===== src/rtl/wh_bram_writer.sv =====
// wh_bram_writer
// Write side of the WH BRAM. It accepts a stream of WH feature vectors and
// tags each one with its sub-graph node count and a sub-graph-start flag.
// Each tagged vector is packed into one BRAM word and written on port a, at
// consecutive addresses starting from 0 for every pass.
// Optional feature: define WB_STATS_EN to add the wb_subgraph_cnt_o output,
// which counts the sub-graph start beats of the current pass.
module wh_bram_writer #(
   parameter int DATA_WIDTH      = 8,
   parameter int NUM_FEATURES    = 16,
   parameter int BRAM_ADDR_WIDTH = 32,
   parameter int NUM_OF_NODES    = 168,
   localparam int NUM_NODE_WIDTH = $clog2(NUM_OF_NODES),
   localparam int WH_BRAM_WIDTH  = DATA_WIDTH*NUM_FEATURES + NUM_NODE_WIDTH + 1
) (
   input  logic                               clk,
   input  logic                               rst_n,
   input  logic                               start_i,
   input  logic [BRAM_ADDR_WIDTH-1:0]         total_words_i,
   input  logic                               wh_valid_i,
   output logic                               wh_ready_o,
   input  logic [DATA_WIDTH*NUM_FEATURES-1:0] wh_data_i,
   input  logic [NUM_NODE_WIDTH-1:0]          wh_num_nodes_i,
   output logic [WH_BRAM_WIDTH-1:0]           WH_BRAM_din,
   output logic                               WH_BRAM_ena,
   output logic                               WH_BRAM_wea,
   output logic [BRAM_ADDR_WIDTH-1:0]         WH_BRAM_addra,
   output logic                               wb_busy_o,
   output logic                               wb_done_o
`ifdef WB_STATS_EN
   ,
   output logic [NUM_NODE_WIDTH-1:0]          wb_subgraph_cnt_o
`endif
);

   localparam logic [1:0] S_IDLE  = 2'd0;
   localparam logic [1:0] S_WRITE = 2'd1;
   localparam logic [1:0] S_DONE  = 2'd2;

   localparam logic [BRAM_ADDR_WIDTH-1:0] ONE_A = BRAM_ADDR_WIDTH'(1);
   localparam logic [NUM_NODE_WIDTH-1:0]  ONE_N = NUM_NODE_WIDTH'(1);

   logic [1:0]                 state_q, state_d;
   logic [BRAM_ADDR_WIDTH-1:0] left_q, left_d;    // words still to accept in this pass
   logic [BRAM_ADDR_WIDTH-1:0] ptr_q, ptr_d;      // address of the next accepted word
   logic [NUM_NODE_WIDTH-1:0]  nn_q, nn_d;        // node count of the current sub-graph
   logic [NUM_NODE_WIDTH-1:0]  rem_q, rem_d;      // beats left in the current sub-graph
   logic                       first_q, first_d;  // next beat opens a new sub-graph
   logic [WH_BRAM_WIDTH-1:0]   din_q, din_d;
   logic                       en_q, en_d;
   logic [BRAM_ADDR_WIDTH-1:0] addra_q, addra_d;
   logic                       done_q, done_d;
   logic                       accept;
   logic [NUM_NODE_WIDTH-1:0]  beat_nn;
   logic [NUM_NODE_WIDTH-1:0]  beat_len;

   assign wh_ready_o = (state_q == S_WRITE);
   assign accept     = wh_valid_i && (state_q == S_WRITE);

   // Next state, sub-graph tagging and BRAM word formation
   always_comb begin
      state_d  = state_q;
      left_d   = left_q;
      ptr_d    = ptr_q;
      nn_d     = nn_q;
      rem_d    = rem_q;
      first_d  = first_q;
      din_d    = din_q;
      addra_d  = addra_q;
      en_d     = 1'b0;
      // done is delayed one cycle past DONE so it follows the final BRAM write edge
      done_d   = (state_q == S_DONE);
      beat_nn  = nn_q;
      beat_len = rem_q;
      case (state_q)
         S_IDLE: begin
            if (start_i) begin
               left_d  = total_words_i;
               ptr_d   = '0;
               first_d = 1'b1;
               rem_d   = '0;
               state_d = (total_words_i == '0) ? S_DONE : S_WRITE;
            end
         end
         S_WRITE: begin
            if (accept) begin
               en_d    = 1'b1;
               addra_d = ptr_q;
               ptr_d   = ptr_q + ONE_A;
               left_d  = left_q - ONE_A;
               if (first_q) begin
                  beat_nn  = wh_num_nodes_i;
                  nn_d     = wh_num_nodes_i;
                  // a zero node count still occupies one beat
                  beat_len = (wh_num_nodes_i == '0) ? ONE_N : wh_num_nodes_i;
               end
               rem_d   = beat_len - ONE_N;
               first_d = (rem_d == '0);
               din_d   = {wh_data_i, beat_nn, first_q};
               if (left_q == ONE_A) begin
                  state_d = S_DONE;
               end
            end
         end
         S_DONE: begin
            state_d = S_IDLE;
         end
         default: begin
            state_d = S_IDLE;
         end
      endcase
   end

   // State and output registers; reset aborts any pass in flight
   always_ff @(posedge clk) begin
      if (!rst_n) begin
         state_q <= S_IDLE;
         left_q  <= '0;
         ptr_q   <= '0;
         nn_q    <= '0;
         rem_q   <= '0;
         first_q <= 1'b0;
         din_q   <= '0;
         en_q    <= 1'b0;
         addra_q <= '0;
         done_q  <= 1'b0;
      end else begin
         state_q <= state_d;
         left_q  <= left_d;
         ptr_q   <= ptr_d;
         nn_q    <= nn_d;
         rem_q   <= rem_d;
         first_q <= first_d;
         din_q   <= din_d;
         en_q    <= en_d;
         addra_q <= addra_d;
         done_q  <= done_d;
      end
   end

   assign WH_BRAM_din   = din_q;
   assign WH_BRAM_ena   = en_q;
   assign WH_BRAM_wea   = en_q;
   assign WH_BRAM_addra = addra_q;
   assign wb_busy_o     = (state_q == S_WRITE) || (state_q == S_DONE);
   assign wb_done_o     = done_q;

`ifdef WB_STATS_EN
   logic [NUM_NODE_WIDTH-1:0] sg_cnt_q, sg_cnt_d;

   // Count sub-graph start beats; cleared when a pass is started
   always_comb begin
      sg_cnt_d = sg_cnt_q;
      if ((state_q == S_IDLE) && start_i) begin
         sg_cnt_d = '0;
      end else if (accept && first_q) begin
         sg_cnt_d = sg_cnt_q + ONE_N;
      end
   end

   // Sub-graph counter register
   always_ff @(posedge clk) begin
      if (!rst_n) begin
         sg_cnt_q <= '0;
      end else begin
         sg_cnt_q <= sg_cnt_d;
      end
   end

   assign wb_subgraph_cnt_o = sg_cnt_q;
`endif

endmodule


===== config.mk =====
export PLATFORM = sky130hd
export DESIGN_NAME = wh_bram_writer
export DESIGN_NICKNAME = d
export VERILOG_FILES = /design/src/rtl/wh_bram_writer.sv
export SDC_FILE = /design/constraint.sdc
export NUM_CORES = 1
export LEC_CHECK = 0
export ABC_CLOCK_PERIOD_IN_PS = 2700
export BUFFER_PORTS_ARGS = -buffer_cell sky130_fd_sc_hd__clkbuf_2
export CAP_MARGIN = 10
export CORE_ASPECT_RATIO = 0.8
export CORE_MARGIN = 1
export CORE_UTILIZATION = 50
export CTS_BUF_LIST = sky130_fd_sc_hd__clkbuf_8
export CTS_CLUSTER_SIZE = 40
export DETAILED_ROUTE_END_ITERATION = 8
export PLACE_DENSITY = 0.89
export SETUP_SLACK_MARGIN = 0.15
export SLEW_MARGIN = 40
export SYNTH_ARGS = -nofsm -noshare
export SYNTH_HDL_FRONTEND = slang
export SYNTH_SLANG_ARGS = --single-unit

===== constraint.sdc =====
create_clock -name clk -period 2.7 [get_ports clk]
set_clock_uncertainty 0.15 [all_clocks]
set_input_delay 0.54 -clock clk [delete_from_list [all_inputs] [get_ports clk]]
set_output_delay 0.54 -clock clk [all_outputs]
set_load 0.005 [all_outputs]

==> impl_metrics.env <==
export IMPL_status="complete, no violations"
export IMPL_worstHoldEndpoint="WH_BRAM_din[95]"
export IMPL_place_hpwl_mm=21.2
export IMPL_syn_nets=1463
export IMPL_setup_slack_ns=0.252
export IMPL_layout_nets=1787
export IMPL_holdPathStages=3
export IMPL_area_growth_pct=27.5
export IMPL_rsz0062_at_grt="yes"
export IMPL_synth_flop_cell="dfxtp_1"
export IMPL_fillers=1627
export IMPL_reg2reg_to="rem_q[6]"
export IMPL_rrSetupSlack_ns=0.25
export IMPL_fmax_mhz=409
export IMPL_setup_viol=0
export IMPL_cts_sinks=246
export IMPL_die_h_um=130
export IMPL_worstPathRequired_ns=3.00
export IMPL_routed_wl_mm=31.0
export IMPL_critPathTopFamily="simple AND/OR/NAND/NOR gates"
export IMPL_min_path_type="input port to flop"
export IMPL_cts_htree_levels=2
export IMPL_yosysSeqAreaShare=0.482
export IMPL_cp_arrival_ns=2.75
export IMPL_fp_dieW_um=162
export IMPL_grt_use_total=0.274
export IMPL_overflow=0
export IMPL_via_per_inst=5.52
export IMPL_final_max_slew_violation_count=0
export IMPL_synth_edf_count=0
export IMPL_path_cells="inv_1 > ha_1 > buf_4 > nand2_4 > nor4_1 > o21ai_0 > a21boi_0 > a211o_1"
export IMPL_syn_instance_count=1284
export IMPL_clock_latency_ns=0.53
export IMPL_start_kind="flop"
export IMPL_grt_pass1_wl_mm=47.1
export IMPL_grt_pass1_vias=9403
export IMPL_dp_slack_ns=0.145
export IMPL_worst_setup_path_end_kind="flop"
export IMPL_netlist_cell_type_count=69
export IMPL_numCtsBuffers=39
export IMPL_path_buf_inv=2
export IMPL_ctsHoldBuffers=0
export IMPL_crit_fanout=26
export IMPL_drive_gt1_frac=0.282
export IMPL_worst_setup_path_type="flop to flop"
export IMPL_vias=10500
export IMPL_maxCapViolCount=0
export IMPL_placementRows=46
export IMPL_cts_tree="done"
export IMPL_rr_startpoint="state_q[1]"
export IMPL_grt_start_max_net_pins=181
export IMPL_hold_viol=0
export IMPL_period_share=0.906
export IMPL_ys_ff_latch=246
export IMPL_drt_first_pass_iters=5
export IMPL_yosys_area_top_type="dfxtp_1"
export IMPL_netlist_area_leader_share=0.482
export IMPL_drc_errors=0
export IMPL_power_density_nw_per_um2=727
export IMPL_place_gp_congestion=0.949
export IMPL_portBuffers=345
export IMPL_dieArea_um2=21000
export IMPL_antenna_found_initial=0
export IMPL_drt_iter0_markers=1134
export IMPL_max_slew_margin=0.362
export IMPL_clockBufferDepth=3
export IMPL_synth_most_common_cell="nand2_1"
export IMPL_yosysWarnings=0
export IMPL_antennaDiodeCount=0
export IMPL_slowest_stage="nor4_1"
export IMPL_power_leakage_uw=0.00540
export IMPL_setup_tns_ns=0
export IMPL_critPathMaxStageDelay_ns=0.69
export IMPL_fin_crit_ns=2.45
export IMPL_fp_coreArea_um2=19900
export IMPL_hold_start="wh_data_i[86]"
export IMPL_io_pins=346
export IMPL_wl_per_cell_um=16.3
export IMPL_vdd_drop_max_mv=0.501
export IMPL_worst_slew_pin_slew_ns=0.957
export IMPL_cts_root_buf="clkbuf_8"
export IMPL_avgSynthCellArea_um2=7.96
export IMPL_yosys_top_cells_area="dfxtp_1, nand2_1, a21oi_1"
export IMPL_synth_cells_most_frequent="nand2_1, dfxtp_1, a21oi_1"
export IMPL_ant_nets=0
export IMPL_synthArstFlopShare=0
export IMPL_netlist_area_um2=10200
export IMPL_path_clk_slew_ns=0.07
export IMPL_start_util=0.513
export IMPL_rr_worst_depth=8
==> cells in the final DEF, fill, tap and decap left out, drive strengths merged, types with 3 or more instances in the layout <==
cell type / n
clkbuf: 395
nand2: 362
dfxtp: 246
a21oi: 206
nor2: 60
o21ai: 34
buf: 29
xor2: 27
inv: 26
nand4: 23
nand3: 20
nor3: 20
nor4: 18
or3: 13
xnor2: 11
o22ai: 10
and3: 9
nor3b: 9
a22oi: 8
and2: 8
or4: 8
ha: 7
o211ai: 6
a221oi: 5
a31oi: 5
mux2i: 5
nand2b: 4
a21boi: 4
nand3b: 4
clkinv: 4
o311ai: 4
nor2b: 3
nor4b: 3
o21a: 3
and4: 3
a32oi: 3
==> registers in the layout, indices dropped and copies added, names as in the netlist <==
register / count
nn_q: 7
first_q: 1
WH_BRAM_ena: 1
left_q: 32
rem_q: 8
ptr_q: 32
WH_BRAM_addra: 32
state_q: 2
WH_BRAM_din: 130
wb_done_o: 1
==> what timing repair did <==
item | in CTS | in global routing
resized for setup | 0 | 5
buffers inserted | 0 | 0
endpoints found under the setup margin | 0 | 15
==> how the worst max path moves through the flow <==
stage | start | end | cells past startpoint
final | state_q[1] | rem_q[6] | 8
after global routing | state_q[1] | rem_q[6] | 8
after CTS | state_q[0] | rem_q[5] | 8
after detailed placement | wh_num_nodes_i[1] | rem_q[6] | 7
after global placement | state_q[0] | left_q[9] | 7
after floorplan | wh_num_nodes_i[1] | rem_q[6] | 6
==> cell type report <==
cell class	count	area (µm²)	area share
clock buffers	50	688	0.0528
clock inverters	20	141	0.0108
multi-input cells	934	4920	0.378
flip-flops and latches	246	4920	0.378
repair buffers	374	1970	0.151
well taps	264	330	0.0253
inverters	13	53.8	0.00413
==> power breakdown <==
group	internal, µW	switching (µW)
Combinational	817	1260
Clock	1860	1480
Sequential	3850	199
==> worst min-delay path, cell delays in order <==
cell and delay, ns:
clkbuf_2 0.08, nand2_1 0.04, a21oi_1 0.05
==> layer usage <==
metal  part of all wire  track usage
met5                  0            0
met4              0.030        0.108
met3              0.084       0.0639
met2               0.47        0.440
met1               0.42        0.359
==> stage by stage <==
stage | utilization | cell area (µm²) | power [µW] | hold WS [ns] | cells
6_report | 0.654 | 13000 | 9470 | 0.0764 | 1901
5_1_grt | 0.654 | 13000 | 9900 | 0.0592 | 1901
4_1_cts | 0.653 | 13000 | 9450 | 0.0526 | 1901
3_5_place_dp | 0.612 | 12200 | 6130 | 0.296 | 1831
3_3_place_gp | 0.611 | 12200 | 6060 | 0.291 | 1831
2_1_floorplan | - | 10200 | 5440 | 0.287 | 1284
==> logic make-up (layout without fill, tap and decap cells) <==
logic type | Yosys count | after routing | share of synthesized area
and+or+nand+nor | 574 | 574 | 0.259
muxes | 5 | 5 | 0.00526
xor gates and xnor gates | 38 | 38 | 0.0326
buffers and inverters | 104 | 457 | 0.0410
DFF | 246 | 246 | 0.482
AOI/OAI and AO/OA | 310 | 310 | 0.172
adders and majority gates | 7 | 7 | 0.00857
No activity file was read; power rests on OpenSTA's default activity.
